### config.mk
export PLATFORM = sky130hd
export DESIGN_NAME = bus_source_arbiter
export DESIGN_NICKNAME = d
export VERILOG_FILES = /design/src/rtl/cpu8080_pkg.sv /design/src/rtl/rr_priority_picker.sv /design/src/rtl/bus_source_arbiter.sv
export SDC_FILE = /design/constraint.sdc
export NUM_CORES = 1
export LEC_CHECK = 0
export ABC_AREA = 1
export CAP_MARGIN = 10
export CORE_MARGIN = 5
export CORE_UTILIZATION = 45
export CTS_CLUSTER_DIAMETER = 30
export DETAILED_ROUTE_END_ITERATION = 8
export PLACE_DENSITY = 0.73
export SLEW_MARGIN = 20
export SYNTH_ARGS = -nofsm -noshare
export SYNTH_HDL_FRONTEND = slang
export SYNTH_HIERARCHICAL = 1
export SYNTH_SLANG_ARGS = --single-unit
export TNS_END_PERCENT = 10
### constraint.sdc
create_clock -name clk -period 4.7 [get_ports clk]
set_input_delay 0.47 -clock clk [delete_from_list [all_inputs] [get_ports clk]]
set_output_delay 0.47 -clock clk [all_outputs]
set_load 0.02 [all_outputs]
### src/rtl/cpu8080_pkg.sv
// cpu8080_pkg: shared types and constants for the 8080 internal data-bus arbitration.
package cpu8080_pkg;
  typedef enum logic [1:0] {IDLE, GRANT, HOLD} arb_state_t;
  localparam int NUM_BUS_SOURCES = 9;
  localparam logic [3:0] OWNER_NONE = 4'hF;
  localparam logic [3:0] SRC_ALU     = 4'd0;
  localparam logic [3:0] SRC_ACC     = 4'd1;
  localparam logic [3:0] SRC_TMP     = 4'd2;
  localparam logic [3:0] SRC_REG_HI  = 4'd3;
  localparam logic [3:0] SRC_REG_LO  = 4'd4;
  localparam logic [3:0] SRC_FLAGS   = 4'd5;
  localparam logic [3:0] SRC_DATA_IN = 4'd6;
  localparam logic [3:0] SRC_ADDR_HI = 4'd7;
  localparam logic [3:0] SRC_ADDR_LO = 4'd8;
  function automatic logic [3:0] next_ptr(input logic [3:0] idx, input int n);
    return (int'(idx) == n - 1) ? 4'd0 : idx + 4'd1;
  endfunction
endpackage

### src/rtl/rr_priority_picker.sv
// rr_priority_picker: combinational round-robin pick of the first set request at or after ptr.
module rr_priority_picker #(
  parameter int N = 9,
  parameter int IW = 4
) (
  input  logic [N-1:0]  req,
  input  logic [IW-1:0] ptr,
  input  logic [N-1:0]  exclude,
  output logic [N-1:0]  win,
  output logic [IW-1:0] idx,
  output logic          any_valid
);
  logic [N-1:0] m;
  logic found;
  assign m = req & ~exclude;
  assign any_valid = |m;
  always_comb begin
    win = '0;
    idx = '0;
    found = 1'b0;
    for (int k = 0; k < N; k++) begin
      if (!found && m[(int'(ptr) + k) % N]) begin
        found = 1'b1;
        win[(int'(ptr) + k) % N] = 1'b1;
        idx = IW'((int'(ptr) + k) % N);
      end
    end
  end
endmodule

### src/rtl/bus_source_arbiter.sv
// bus_source_arbiter: round-robin owner of the internal data-bus mux with bounded locked holds.
module bus_source_arbiter
  import cpu8080_pkg::*;
#(
  parameter int NUM_SOURCES = NUM_BUS_SOURCES,
  parameter int HOLD_MAX = 4,
  parameter int CNT_W = 3
) (
  input  logic                   clk,
  input  logic                   reset,
  input  logic [NUM_SOURCES-1:0] req,
  input  logic                   lock,
  output logic [NUM_SOURCES-1:0] grant,
  output logic [3:0]             owner,
  output logic                   bus_busy,
  output logic                   hold_timeout
);
  arb_state_t state, state_n;
  logic [NUM_SOURCES-1:0] grant_n, win, excl;
  logic [3:0] owner_n, win_idx, rr_ptr, ptr_n;
  logic [CNT_W-1:0] hold_cnt, cnt_n;
  logic any, locked, at_max, hold_go, timeout_n;
  assign locked = lock && |(req & grant);
  assign at_max = hold_cnt >= CNT_W'(HOLD_MAX);
  // a hold that ran out must hand the bus to someone else this cycle
  assign excl = (state == HOLD && locked && at_max) ? grant : '0;
  assign hold_go = locked && ((state == GRANT && HOLD_MAX != 0) || (state == HOLD && !at_max));
  rr_priority_picker #(.N(NUM_SOURCES), .IW(4)) u_pick (
    .req(req),
    .ptr(rr_ptr),
    .exclude(excl),
    .win(win),
    .idx(win_idx),
    .any_valid(any)
  );
  always_comb begin
    state_n = state;
    grant_n = grant;
    owner_n = owner;
    ptr_n = rr_ptr;
    cnt_n = hold_cnt;
    timeout_n = 1'b0;
    if (hold_go) begin
      state_n = HOLD;
      cnt_n = (state == GRANT) ? CNT_W'(1) : hold_cnt + 1'b1;
    end else begin
      state_n = any ? GRANT : IDLE;
      grant_n = win;
      owner_n = any ? win_idx : OWNER_NONE;
      ptr_n = any ? next_ptr(win_idx, NUM_SOURCES) : rr_ptr;
      cnt_n = '0;
      timeout_n = |excl;
    end
  end
  always_ff @(posedge clk) begin
    if (reset) begin
      state <= IDLE;
      grant <= '0;
      owner <= OWNER_NONE;
      bus_busy <= 1'b0;
      hold_timeout <= 1'b0;
      rr_ptr <= '0;
      hold_cnt <= '0;
    end else begin
      state <= state_n;
      grant <= grant_n;
      owner <= owner_n;
      bus_busy <= |grant_n;
      hold_timeout <= timeout_n;
      rr_ptr <= ptr_n;
      hold_cnt <= cnt_n;
    end
  end
endmodule
# ---- Word-level counts from Yosys, hierarchy flattened
# Cells that the tools add are included.
dict set report op_classes {
  n_addsub 10
  n_div 9
  order_cmp 19
  eq_ne 3
  n_mux 78
  bitwise 12
  n_reduce_logical 40
}
# cell n
set ops {}
lappend ops {{32-bit by 1-bit >= comparator with 1-bit output, second input constant} 9}
lappend ops {{32-bit by 6-bit < comparator with 1-bit output, second input constant} 9}
lappend ops {{32-bit by 5-bit modulo with 32-bit output, second input constant} 8}
lappend ops {{9-bit 2-to-1 mux} 11}
lappend ops {{9-bit bitwise OR} 8}
lappend ops {{4-bit 2-to-1 mux} 11}
lappend ops {{1-bit 2-to-1 mux} 37}
lappend ops {{1-bit binary-select mux with 4-bit select} 9}
lappend ops {{1-bit demux with 4-bit select} 9}
lappend ops {{9-bit OR reduction} 4}
lappend ops {{5-bit by 5-bit modulo with 32-bit output, second input constant} 1}
lappend ops {{1-bit logical AND} 22}
lappend ops {{4-bit by 3-bit adder with 5-bit output, second input constant} 4}
lappend ops {{9-bit bitwise AND} 2}
lappend ops {{4-bit by 2-bit adder with 5-bit output, second input constant} 2}
lappend ops {{1-bit zero test} 9}
lappend ops {{9-bit inverter} 1}
lappend ops {{4-bit by 1-bit adder with 5-bit output, second input constant} 1}
lappend ops {{4-bit by 4-bit adder with 5-bit output, second input constant} 1}
lappend ops {{4-bit by 1-bit adder with 4-bit output, second input constant} 1}
lappend ops {{4-bit == test, second input constant} 1}
lappend ops {{2-bit OR reduction} 2}
lappend ops {{3-bit by 1-bit adder with 3-bit output, second input constant} 1}
lappend ops {{3-bit >= comparator, second input constant} 1}
lappend ops {{other kinds (7)} 7}
dict set report totals {
  regBits 24
  in_bits 12
  output_inout_bits 15
  word_cells 180
}

# ---- Logic depth before layout (Yosys ltp)
dict set report depth {
  ltp_word 38
  depth_mapped 39
  depth_no_buf 37
}

# ---- By module
# Netlist, hierarchy kept.
# module instances cells_per_inst area_each_um2 seq_area_each_um2
set by_module_without_submodules {}
lappend by_module_without_submodules {rr_priority_picker 1 1218 6249.7 0.0}
lappend by_module_without_submodules {bus_source_arbiter 1 166 1167.4 480.5}

# ---- Worst setup path before layout
# No wires, ideal clock.
dict set report synth_path {
  path_type {register -> register}
  startpoint {register rr_ptr[0]}
  endpoint {register rr_ptr[3]}
  setup_time_ps 71
  arrival_ps 5125
  required_time_ps 4629
  setup_slack_ps -496
  stages_incl_launch_ff 34
  path_buffers 2
  synth_period_minus_slack_ps 5196
  path_cell_list {dfxtp_1 > buf_2 > clkinv_1 > buf_2 > ha_1 > xor2_2 > inv_1 > ha_1 > inv_1 > nand2_1 > nand2_1 > nand2_2 > xor2_1 > ha_1 > nand2_1 > nand2_1 > nand2_2 > nor2_1 > nand2_1 > nand2_1 > inv_2 > or2_0 > inv_2 > nand2_1 > nand3_2 > nand2_2 > nor3_4 > nand2_1 > nand3_1 > inv_1 > nor3_1 > xor2_1 > nand3_1 > a21oi_1}
}
dict set report synth_between {
  elab_chain_cells 31
  word_cells_on_any_way 80
  cone_classes {9 x add/sub; 9 x div; 1 x eq/ne; 45 x mux; 16 x reduce/logical}
}
# element line_no
set synth_lines {}
lappend synth_lines {{start, declared} bus_source_arbiter.sv:20} ;# logic [3:0] owner_n, win_idx, rr_ptr, ptr_n;
lappend synth_lines {{start signal, assigned} bus_source_arbiter.sv:70} ;# rr_ptr <= ptr_n;
lappend synth_lines {{parallel branches: the longest is 28 deep, another holds 32-bit by 5-bit modulo with 32-bit output} --}
lappend synth_lines {{4-bit 2-to-1 mux *} rr_priority_picker.sv:22} ;# if (!found && m[(int'(ptr) + k) % N]) begin
lappend synth_lines {{named net win_idx[2]} bus_source_arbiter.sv:20}
lappend synth_lines {{4-bit by 1-bit adder with 4-bit output / 4-bit == test (equally long branches)} cpu8080_pkg.sv:16} ;# return (int'(idx) == n - 1) ? 4'd0 : idx + 4'd1;
lappend synth_lines {{4-bit 2-to-1 mux *} cpu8080_pkg.sv:16}
# Mark *: on every way through the listed nets, which the timed path passes. The select of a mux whose other input is x is not followed.
# A chain may end at the register's enable or synchronous reset.

# ---- Worst setup path in the final report
dict set report layout_path {
  startpoint {register rr_ptr[1]}
  endpoint {register rr_ptr[0]}
}
dict set report layout_between {
  elab_chain_cells 31
  word_cells_on_any_way 80
  cone_classes {9 x add/sub; 9 x div; 1 x eq/ne; 45 x mux; 16 x reduce/logical}
}
# element line_no
set layout_lines {}
lappend layout_lines {{parallel branches: the longest is 28 deep, another holds 32-bit by 5-bit modulo with 32-bit output} --}
lappend layout_lines {{4-bit 2-to-1 mux *} rr_priority_picker.sv:22}
lappend layout_lines {{named net win_idx[3]} bus_source_arbiter.sv:20}
lappend layout_lines {{4-bit == test *} cpu8080_pkg.sv:16}
lappend layout_lines {{4-bit 2-to-1 mux *} cpu8080_pkg.sv:16}
# Marked as above.

==> flow_summary.toml <==
[critical_path]
reg2reg_to = "rr_ptr[0]"
cp_slowest_cell = "dfxtp_2"
rrSetupSlack_ns = 0.16
worstPathArrival_ns = 4.72
cp-start-kind = "flop"
crit_path_end_kind = "flop"
cp_common_cell = "nand2_4"
worstPathMaxFanout = 8
slowest_delay_ns = 0.35
worst-r2r-cell-count = 34
critPathKind = "reg -> reg"
required_ns = 4.88
r2r-start = "rr_ptr[1]"

[layout]
antennaDiodeCount = 0
nNetsFinal = 1589
area_growth_syn_to_layout_pct = 26.7
final_common_cell = "nand2_1"
final_cell_mix = "408 x nand2_1, 177 x inv_1, 152 x nor2_1, 141 x nand3_1, 122 x buf_4"
layout-drive-gt1-share_pct = 23.7
final_cells = 1743

[placement]
place_congestion = 1.04
port_buffers = 26
dp.cells = 1716
place_hpwl_mm = 21.2
dp_slack_ns = -0.0986

[synth]
yosys_register_bits = 24
syn_area_mm2 = 0.00742
avgSynthCellArea_um2 = 5.36
ys_seq_area_share_pct = 6.48
ys_warn_count = 6
synth_enable_flop_cells = 0
syn_inst = 1384
synthFlopType = "dfxtp_1"
ys_async_sr_fraction_pct = 0
syn-num-nets = 1449
synth_cell_types = 55

[sta]
setup_violations = 0
relSlewSlack_pct = 47.2
drv_slew = 0
worst_clock_skew_ns = 0.00402
setup_tns_ns = 0
fin_crit_sh_pct = 96.6
fin_ws_ns = 0.162
rsz0062_at_grt = "true"
holdWs_ns = 0.487
finalHoldViolCount = 0
min_period_ns = 4.54
max_freq_ghz = 0.220
worst_pin_slew_ns = 0.790

[grt]
use_met1_pct = 34.4
grt_max_degree = 19
grt_pass1_wl_mm = 40.8
met2_usage_pct = 40.0
grt_antenna_before_repair = 0
grt-ovfl-total = 0
grt_usage_pct = 25.4
grt.busiest_layer = "met2"
first_global_vias = 8371
gr-usage-met3_pct = 4.45

[min_path]
hold_start = "hold_cnt[0]"
min_to = "hold_cnt[0]"
hold_depth = 1
hold_class = "reg -> reg"

[cts]
cts_buffers = 3
clock-sinks = 24
clkTransAtPathRegs_ns = 0.07
cts_root_buffer = "clkbuf_16"
htreeDepth = 1
cts_tree = "done"
clk_path_buf_depth = 2
insertion_delay_ns = 0.27

[drt]
detail-route-antenna-nets = 0
wire_per_inst_um = 14.9
via_per_inst = 5.31
drc_errors = 0
vias = 9260
dr.pass1.iters = 6
wl_mm = 26.0
drt-initial-drc-count = 844

[die]
die-area_mm2 = 0.0192
num_rows = 47
placeableCoreArea_mm2 = 0.0163
die_h_um = 138
initial_core_util_pct = 45.4
die_x_um = 138
io_pins = 27

[outcome]
status = "finished, final reports clean"

[run]
drv_cap = 0
what timing repair did:
action	in CTS	in global routing
hold buffers	0	0
resized for setup	7	110
endpoints found under the setup margin	6	17
setup buffers	4	20
pin swaps	1	25
worst max-delay path: cells and delay by family (launching register included):
kind                       cells  cell delay [ns]
buffers and inverters          8             0.88
and+or+nand+nor               21             2.37
adders and majority gates      3             0.57
AOI/OAI and AO/OA              1             0.12
DFF                            1             0.35
xor gates and xnor gates       1             0.15
kinds of logic (layout without fill, tap and decap cells):
kind of cell    count (synthesis)  after routing  share of synthesized area (%)
compound gates                118            118                           10.1
xor+xnor                       25             25                           3.36
fa+ha+maj                      53             53                           8.94
buf+inv                       239            378                           12.8
flops                          24             24                           6.48
simple gates                  925            925                           58.3
per-layer routing:
layer | part of all wire [%] | vias to the layer above
li1 | - | 4712
met1 | 45 | 4142
met2 | 44 | 327
met3 | 7.1 | 79
met4 | 4.4 | 0
met5 | 0 | -
Yosys cell counts (all sizes together), types with 2 or more instances:
master   number  area, um2
nand3       172        986
o211ai        3       22.5
buf          14        106
o22ai         7       43.8
nand4        33        236
clkinv        2       7.51
nor2        197        860
nor3         41        216
a31oi         5       31.3
clkbuf        6       22.5
ha           53        663
nor3b         3       22.5
nand2       460       1880
xnor2         4       35.0
nor4          9       56.3
o21ai        57        360
xor2         21        214
dfxtp        24        480
inv         217        815
a21oi        32        175
o2111ai       3       26.3
o21a          2       15.0
or2           6       40.0
o31ai         2       15.0
how the worst max path moves through the flow:
stage | startpoint | end | slack, ns | cells past startpoint
6_report | rr_ptr[1] | rr_ptr[0] | 0.16 | 34
5_1_grt | rr_ptr[1] | rr_ptr[3] | -0.10 | 35
4_1_cts | rr_ptr[1] | rr_ptr[3] | 0.03 | 33
3_5_place_dp | rr_ptr[1] | rr_ptr[0] | -0.1 | 33
3_3_place_gp | rr_ptr[1] | rr_ptr[3] | -0.10 | 33
2_1_floorplan | rr_ptr[0] | rr_ptr[3] | 0.01 | 33
through the flow:
step                      util, %  area (um2)
after floorplan                 -        7440
after global placement       53.0        8670
after detailed placement     53.0        8670
after CTS                    54.0        8820
after global routing         57.5        9400
final                        57.5        9400
registers in the layout (all words and copies together) (netlist names):
register      cells
bus_busy          1
grant             9
hold_cnt          3
hold_timeout      1
owner             4
rr_ptr            4
state             2
cell type report:
cell class	count	area [um2]
Tap cell	220	275
Multi-Input combinational cell	1121	6420
Sequential cell	24	490
Inverter	219	836
Clock buffer	3	75.1
Timing Repair Buffer	155	1270
Clock inverter	1	30.0
Fill cell	1680	6950
Power is left out: the tool's default activity adds up to more than one toggle a clock period on the data nets, which glitch-free logic cannot reach.
